`config.mk`:
```
export PLATFORM = sky130hd
export DESIGN_NAME = lsu_mem_adapter
export DESIGN_NICKNAME = d
export VERILOG_FILES = /design/src/rtl/lsu_mem_adapter.sv
export SDC_FILE = /design/constraint.sdc
export NUM_CORES = 1
export LEC_CHECK = 0
export BUFFER_PORTS_ARGS = -buffer_cell sky130_fd_sc_hd__buf_2
export CELL_PAD_IN_SITES_DETAIL_PLACEMENT = 1
export CELL_PAD_IN_SITES_GLOBAL_PLACEMENT = 1
export CORE_MARGIN = 5
export CORE_UTILIZATION = 25
export CTS_BUF_LIST = sky130_fd_sc_hd__clkbuf_4 sky130_fd_sc_hd__clkbuf_8
export CTS_CLUSTER_DIAMETER = 150
export DETAILED_ROUTE_END_ITERATION = 8
export GPL_TIMING_DRIVEN = 0
export MAX_ROUTING_LAYER = met4
export PLACE_DENSITY_LB_ADDON = 0.08
export SLEW_MARGIN = 10
export SYNTH_ARGS = -nofsm -noshare
export SYNTH_HDL_FRONTEND = slang
export SYNTH_SLANG_ARGS = --single-unit
```
`constraint.sdc`:
```
create_clock -name clk -period 2.3 [get_ports clk]
set_clock_uncertainty 0.05 [all_clocks]
set_input_delay 0.345 -clock clk [delete_from_list [all_inputs] [get_ports clk]]
set_output_delay 0.345 -clock clk [all_outputs]
set_load 0.01 [all_outputs]
```
`src/rtl/lsu_mem_adapter.sv`:
```
// RV32I load/store adapter onto a word-wide async-read/sync-write RAM; sub-word stores use read-modify-write.
// Optional: define LSU_MISALIGN_TRAP_EN to report misaligned LH/LHU/SH/LW/SW as errors instead of aligning them.
module lsu_mem_adapter #(
  parameter int unsigned DEPTH = 1024,
  localparam int unsigned AW = $clog2(DEPTH)
) (
  input  logic          clk,
  input  logic          rst,
  input  logic          req_valid,
  output logic          req_ready,
  input  logic          req_we,
  input  logic [2:0]    req_funct3,
  input  logic [31:0]   req_addr,
  input  logic [31:0]   req_wdata,
  output logic          resp_valid,
  output logic [31:0]   resp_rdata,
  output logic          resp_err,
  output logic [AW-1:0] mem_addr,
  input  logic [31:0]   mem_rdata,
  output logic [31:0]   mem_wdata,
  output logic          mem_we
);

  typedef enum logic [1:0] {IDLE, ACCESS, WRITE, RESP} state_t;

  state_t      state;
  logic        cap_we;
  logic [2:0]  cap_f3;
  logic [1:0]  cap_lo;
  logic [15:0] cap_wdata;
  logic        cap_err;

  logic        req_illegal;
  logic        req_misalign;
  logic        req_err;
  logic [7:0]  lane_b;
  logic [15:0] lane_h;
  logic [31:0] load_val;
  logic [31:0] merge_val;
  logic        unused_addr_bits;

  assign req_ready        = (state == IDLE);
  assign unused_addr_bits = ^req_addr[31:AW+2];

  always_comb begin
    req_illegal = 1'b1;
    if (req_we)
      req_illegal = !(req_funct3 inside {3'b000, 3'b001, 3'b010});
    else
      req_illegal = !(req_funct3 inside {3'b000, 3'b001, 3'b010, 3'b100, 3'b101});
    req_misalign = 1'b0;
`ifdef LSU_MISALIGN_TRAP_EN
    if (req_funct3[1:0] == 2'b01)
      req_misalign = req_addr[0];
    else if (req_funct3[1:0] == 2'b10)
      req_misalign = |req_addr[1:0];
`endif
    req_err = req_illegal | req_misalign;
  end

  // Half lanes use only addr[1] and words ignore addr[1:0], which is what aligns
  // misaligned accesses when the trap is not built in.
  always_comb begin
    lane_b = mem_rdata[{cap_lo, 3'b000} +: 8];
    lane_h = mem_rdata[{cap_lo[1], 4'b0000} +: 16];
    case (cap_f3)
      3'b000:  load_val = {{24{lane_b[7]}}, lane_b};
      3'b001:  load_val = {{16{lane_h[15]}}, lane_h};
      3'b010:  load_val = mem_rdata;
      3'b100:  load_val = {24'd0, lane_b};
      3'b101:  load_val = {16'd0, lane_h};
      default: load_val = '0;
    endcase
    merge_val = mem_rdata;
    if (cap_f3[1:0] == 2'b00)
      merge_val[{cap_lo, 3'b000} +: 8] = cap_wdata[7:0];
    else
      merge_val[{cap_lo[1], 4'b0000} +: 16] = cap_wdata;
  end

  always_ff @(posedge clk or negedge rst) begin
    if (!rst) begin
      state      <= IDLE;
      cap_we     <= 1'b0;
      cap_f3     <= '0;
      cap_lo     <= '0;
      cap_wdata  <= '0;
      cap_err    <= 1'b0;
      mem_addr   <= '0;
      mem_wdata  <= '0;
      mem_we     <= 1'b0;
      resp_valid <= 1'b0;
      resp_rdata <= '0;
      resp_err   <= 1'b0;
    end else begin
      case (state)
        IDLE: begin
          if (req_valid) begin
            cap_we    <= req_we;
            cap_f3    <= req_funct3;
            cap_lo    <= req_addr[1:0];
            cap_wdata <= req_wdata[15:0];
            cap_err   <= req_err;
            mem_addr  <= req_addr[AW+1:2];
            mem_wdata <= req_wdata;
            // A full-word store writes during ACCESS, so its enable is set on accept.
            mem_we    <= req_we && (req_funct3 == 3'b010) && !req_err;
            state     <= ACCESS;
          end
        end
        ACCESS: begin
          mem_we <= 1'b0;
          if (cap_err) begin
            resp_err   <= 1'b1;
            resp_rdata <= '0;
            resp_valid <= 1'b1;
            state      <= RESP;
          end else if (!cap_we) begin
            resp_rdata <= load_val;
            resp_valid <= 1'b1;
            state      <= RESP;
          end else if (cap_f3 == 3'b010) begin
            resp_rdata <= '0;
            resp_valid <= 1'b1;
            state      <= RESP;
          end else begin
            mem_wdata <= merge_val;
            mem_we    <= 1'b1;
            state     <= WRITE;
          end
        end
        WRITE: begin
          mem_we     <= 1'b0;
          resp_rdata <= '0;
          resp_valid <= 1'b1;
          state      <= RESP;
        end
        RESP: begin
          resp_valid <= 1'b0;
          resp_rdata <= '0;
          resp_err   <= 1'b0;
          state      <= IDLE;
        end
        default: state <= IDLE;
      endcase
    end
  end

endmodule

```
==> flow_summary.json <==
{
  "portBuffers": 160,
  "drive_gt1_share_pct": 43.6,
  "synth-seq-cells": 102,
  "synth_nets": 645,
  "critPathLaunchType": "register",
  "finalSetupViolations": 0,
  "synth_edf_count": 0,
  "wire_per_inst_um": 22.7,
  "area_growth_pct": 29.8,
  "critPathMaxFanout": 10,
  "report.final.slew_viol_count": 0,
  "synth-simple-area-share_pct": 12.3,
  "synth_xor_area_share_pct": 0,
  "dieArea_um2": 25600,
  "drt-pass1-iter-count": 5,
  "critical_path_class": "reg -> reg",
  "outcome": "finished, final reports clean",
  "drt-vias-per-instance": 5.17,
  "synth_compound_area_share_pct": 21.3,
  "multi_input_area_um2": 2990,
  "cts_tree": "done",
  "final.fill_count": 2593,
  "end_kind": "register",
  "fin_nets": 824,
  "required_ps": 2530,
  "die_x_um": 160,
  "netlist_area_um2": 5630,
  "min_period_over_period_pct": 97.2,
  "slew_headroom_pct": 40.9,
  "fin_util_pct": 32.6,
  "synthAdderAreaFrac_pct": 2.22,
  "rsz0062_at_grt": "yes",
  "ioPinCount": 181,
  "synthArstFlopShare_pct": 100,
  "peakVddDrop_uv": 368,
  "synth_ff_type": "dfrtp_1",
  "h-tree-depth": 3,
  "core_area_um2": 22400,
  "grt_pass1_wl_mm": 35.1,
  "cts.sinks": 102,
  "ant_nets": 0,
  "place_hpwl_mm": 17.9,
  "yosysWarnings": 0,
  "drv_cap": 0,
  "drtIter0Drc": 261,
  "power_density_nw_per_um2": 1510,
  "worstMarginPinSlew_ps": 879,
  "die_h_um": 160,
  "via_count": 5180,
  "clk_latency_ps": 400,
  "syn_area_per_cell_um2": 10.6,
  "synthDistinctLibCells": 51,
  "min_from": "req_addr[2]",
  "ys_seq_area_share_pct": 45.3,
  "final_hold_viol_count": 0,
  "initial_core_util_pct": 25.1,
  "n_antenna_cell": 0,
  "cts.path.max_buffers": 2,
  "finalPower_mw": 11.0,
  "cts_buffers": 9,
  "synth_top_family_by_area": "compound AO/OA/AOI/OAI gates",
  "post-route-drc-count": 0,
  "path_clk_slew_ps": 110,
  "r2r-start": "cap_f3[2]$_DFFE_PN0P_",
  "gp_congestion": 0.805,
  "grt_pass1_vias": 5758,
  "hold_path.class": "in -> reg",
  "grt_usage_pct": 18.1,
  "seq_area_um2": 2550,
  "crit_arrival_ps": 2470,
  "wl_mm": 22.7,
  "leakage_nw": 3.35,
  "cts_root_buf": "clkbuf_8",
  "syn_inst": 532,
  "period_needed_ps": 2240,
  "synth_mux_area_share_pct": 14.8,
  "overflow": 0,
  "crit_path_start": "cap_f3[2]$_DFFE_PN0P_",
  "fmax_ghz": 0.447,
  "min_path_cells": 2,
  "grt_start_max_net_pins": 53,
  "rows": 55,
  "worst-r2r-cell-count": 5,
  "grt_antenna_before_repair": 0
}
path summary, 6_finish.rpt:
path	slack, ps	endpoint
max	60	mem_wdata[10]$_DFFE_PN0P_
min	120	mem_addr[0]$_DFFE_PN0P_
max reg2reg	60	mem_wdata[10]$_DFFE_PN0P_
min reg2reg	450	resp_rdata[13]$_DFFE_PN0P_
max in group asynchronous	1110	cap_lo[0]$_DFFE_PN0P_
min in group asynchronous	430	resp_rdata[27]$_DFFE_PN0P_
layout make-up:
cell class,instances,share of cell area (%)
Buffer,39,3.22
Multi-Input combinational cell,381,41.0
Clock inverter,6,1.25
Timing Repair Buffer,170,12.4
Inverter,8,0.496
Clock buffer,10,1.88
Sequential cell,102,34.9
Tap cell,285,4.88
kinds of logic (layout without fill, tap and decap cells):
group | count (synthesis) | after routing
simple gates | 148 | 148
compound gates | 148 | 148
mux | 75 | 75
buf+inv | 49 | 233
fa+ha+maj | 10 | 10
flops | 102 | 102
flip-flops by register name, summed over array words and instances, names as in the netlist:
name	cells
mem_addr	10
cap_err	1
cap_f3	3
resp_err	1
cap_lo	2
cap_wdata	16
resp_rdata	32
cap_we	1
state	2
resp_valid	1
mem_wdata	32
mem_we	1
metal layers:
| metal | global-route usage (%) | routed length [um] | vias up |
|---|---|---|---|
| met5 | - | 0 | - |
| met4 | 5.44 | 335 | 0 |
| met3 | 2.53 | 707 | 23 |
| met2 | 29.7 | 11300 | 122 |
| met1 | 23.3 | 10400 | 2646 |
| li1 | - | - | 2389 |
Yosys cell counts, drive strengths merged (2+ instances only):
library cell / instances / area [um^2]
dfrtp: 102 / 2550
nand2: 62 / 233
mux2: 57 / 642
nand3: 39 / 195
nor2: 26 / 100
a221oi: 23 / 201
clkbuf: 21 / 78.8
buf: 20 / 116
a21oi: 19 / 95.1
a211oi: 17 / 128
mux2i: 17 / 170
a221o: 16 / 160
a22o: 16 / 140
a32o: 16 / 160
o21ai: 15 / 78.8
ha: 10 / 125
a22oi: 7 / 52.6
a31o: 7 / 61.3
inv: 6 / 22.5
nor2b: 4 / 25.0
o31ai: 3 / 22.5
and2: 2 / 12.5
clkinv: 2 / 7.51
nand2b: 2 / 12.5
nor3b: 2 / 20.0
o21a: 2 / 15.0
or3: 2 / 12.5
or3b: 2 / 20.0
worst max-delay path: stages, from the launching register on:
cell     delay (ps)
dfrtp_1         480
or3b_4          490
and2_1          240
o21ai_4         310
buf_6           210
mux2_2          350
metrics by stage:
step	setup WS (ps)	cells	hold slack, ps	instance area, um^2	setup TNS, ps
global route	-7.68	1001	114	7310	-14.9
floorplan	15.1	532	-0.591	5630	0
detailed placement	-649	978	300	6820	-25580
finish	63.8	1001	121	7310	0
global placement	-609	977	424	6790	-66430
CTS	10.8	996	98.9	7190	0
cells in the final DEF (no fill, tap or decap), types with 3 or more instances in the layout:
master,n
inv_1,5
a21oi_1,19
a221oi_2,10
a221o_1,16
nand2_1,61
mux2_2,57
dfrtp_1,101
buf_4,13
o21ai_0,4
clkbuf_1,11
a22oi_1,7
a31o_2,7
clkbuf_4,5
nor2_1,23
clkbuf_2,3
nor2b_1,4
ha_1,6
nand3_1,39
a211oi_1,15
clkbuf_8,10
o31ai_1,3
ha_2,4
a22o_1,16
buf_2,167
buf_6,6
a221oi_1,13
a32o_1,16
mux2i_1,16
o21ai_1,9
what timing repair did:
| item | CTS | global route |
|---|---|---|
| endpoints found under the setup margin | 90 | 55 |
| hold endpoints to repair | 51 | 0 |
| buffers inserted | 3 | 5 |
| pin swaps | 2 | 3 |
| resized for setup | 35 | 25 |
| hold buffers | 1 | 0 |
power breakdown:
part,leakage [nW],internal (mW),switching [mW]
Clock,0.117,0.652,0.721
Combinational,1.98,2.75,3.57
Sequential,1.26,2.61,0.714
Note: power is estimated with default switching activity, not from simulation.
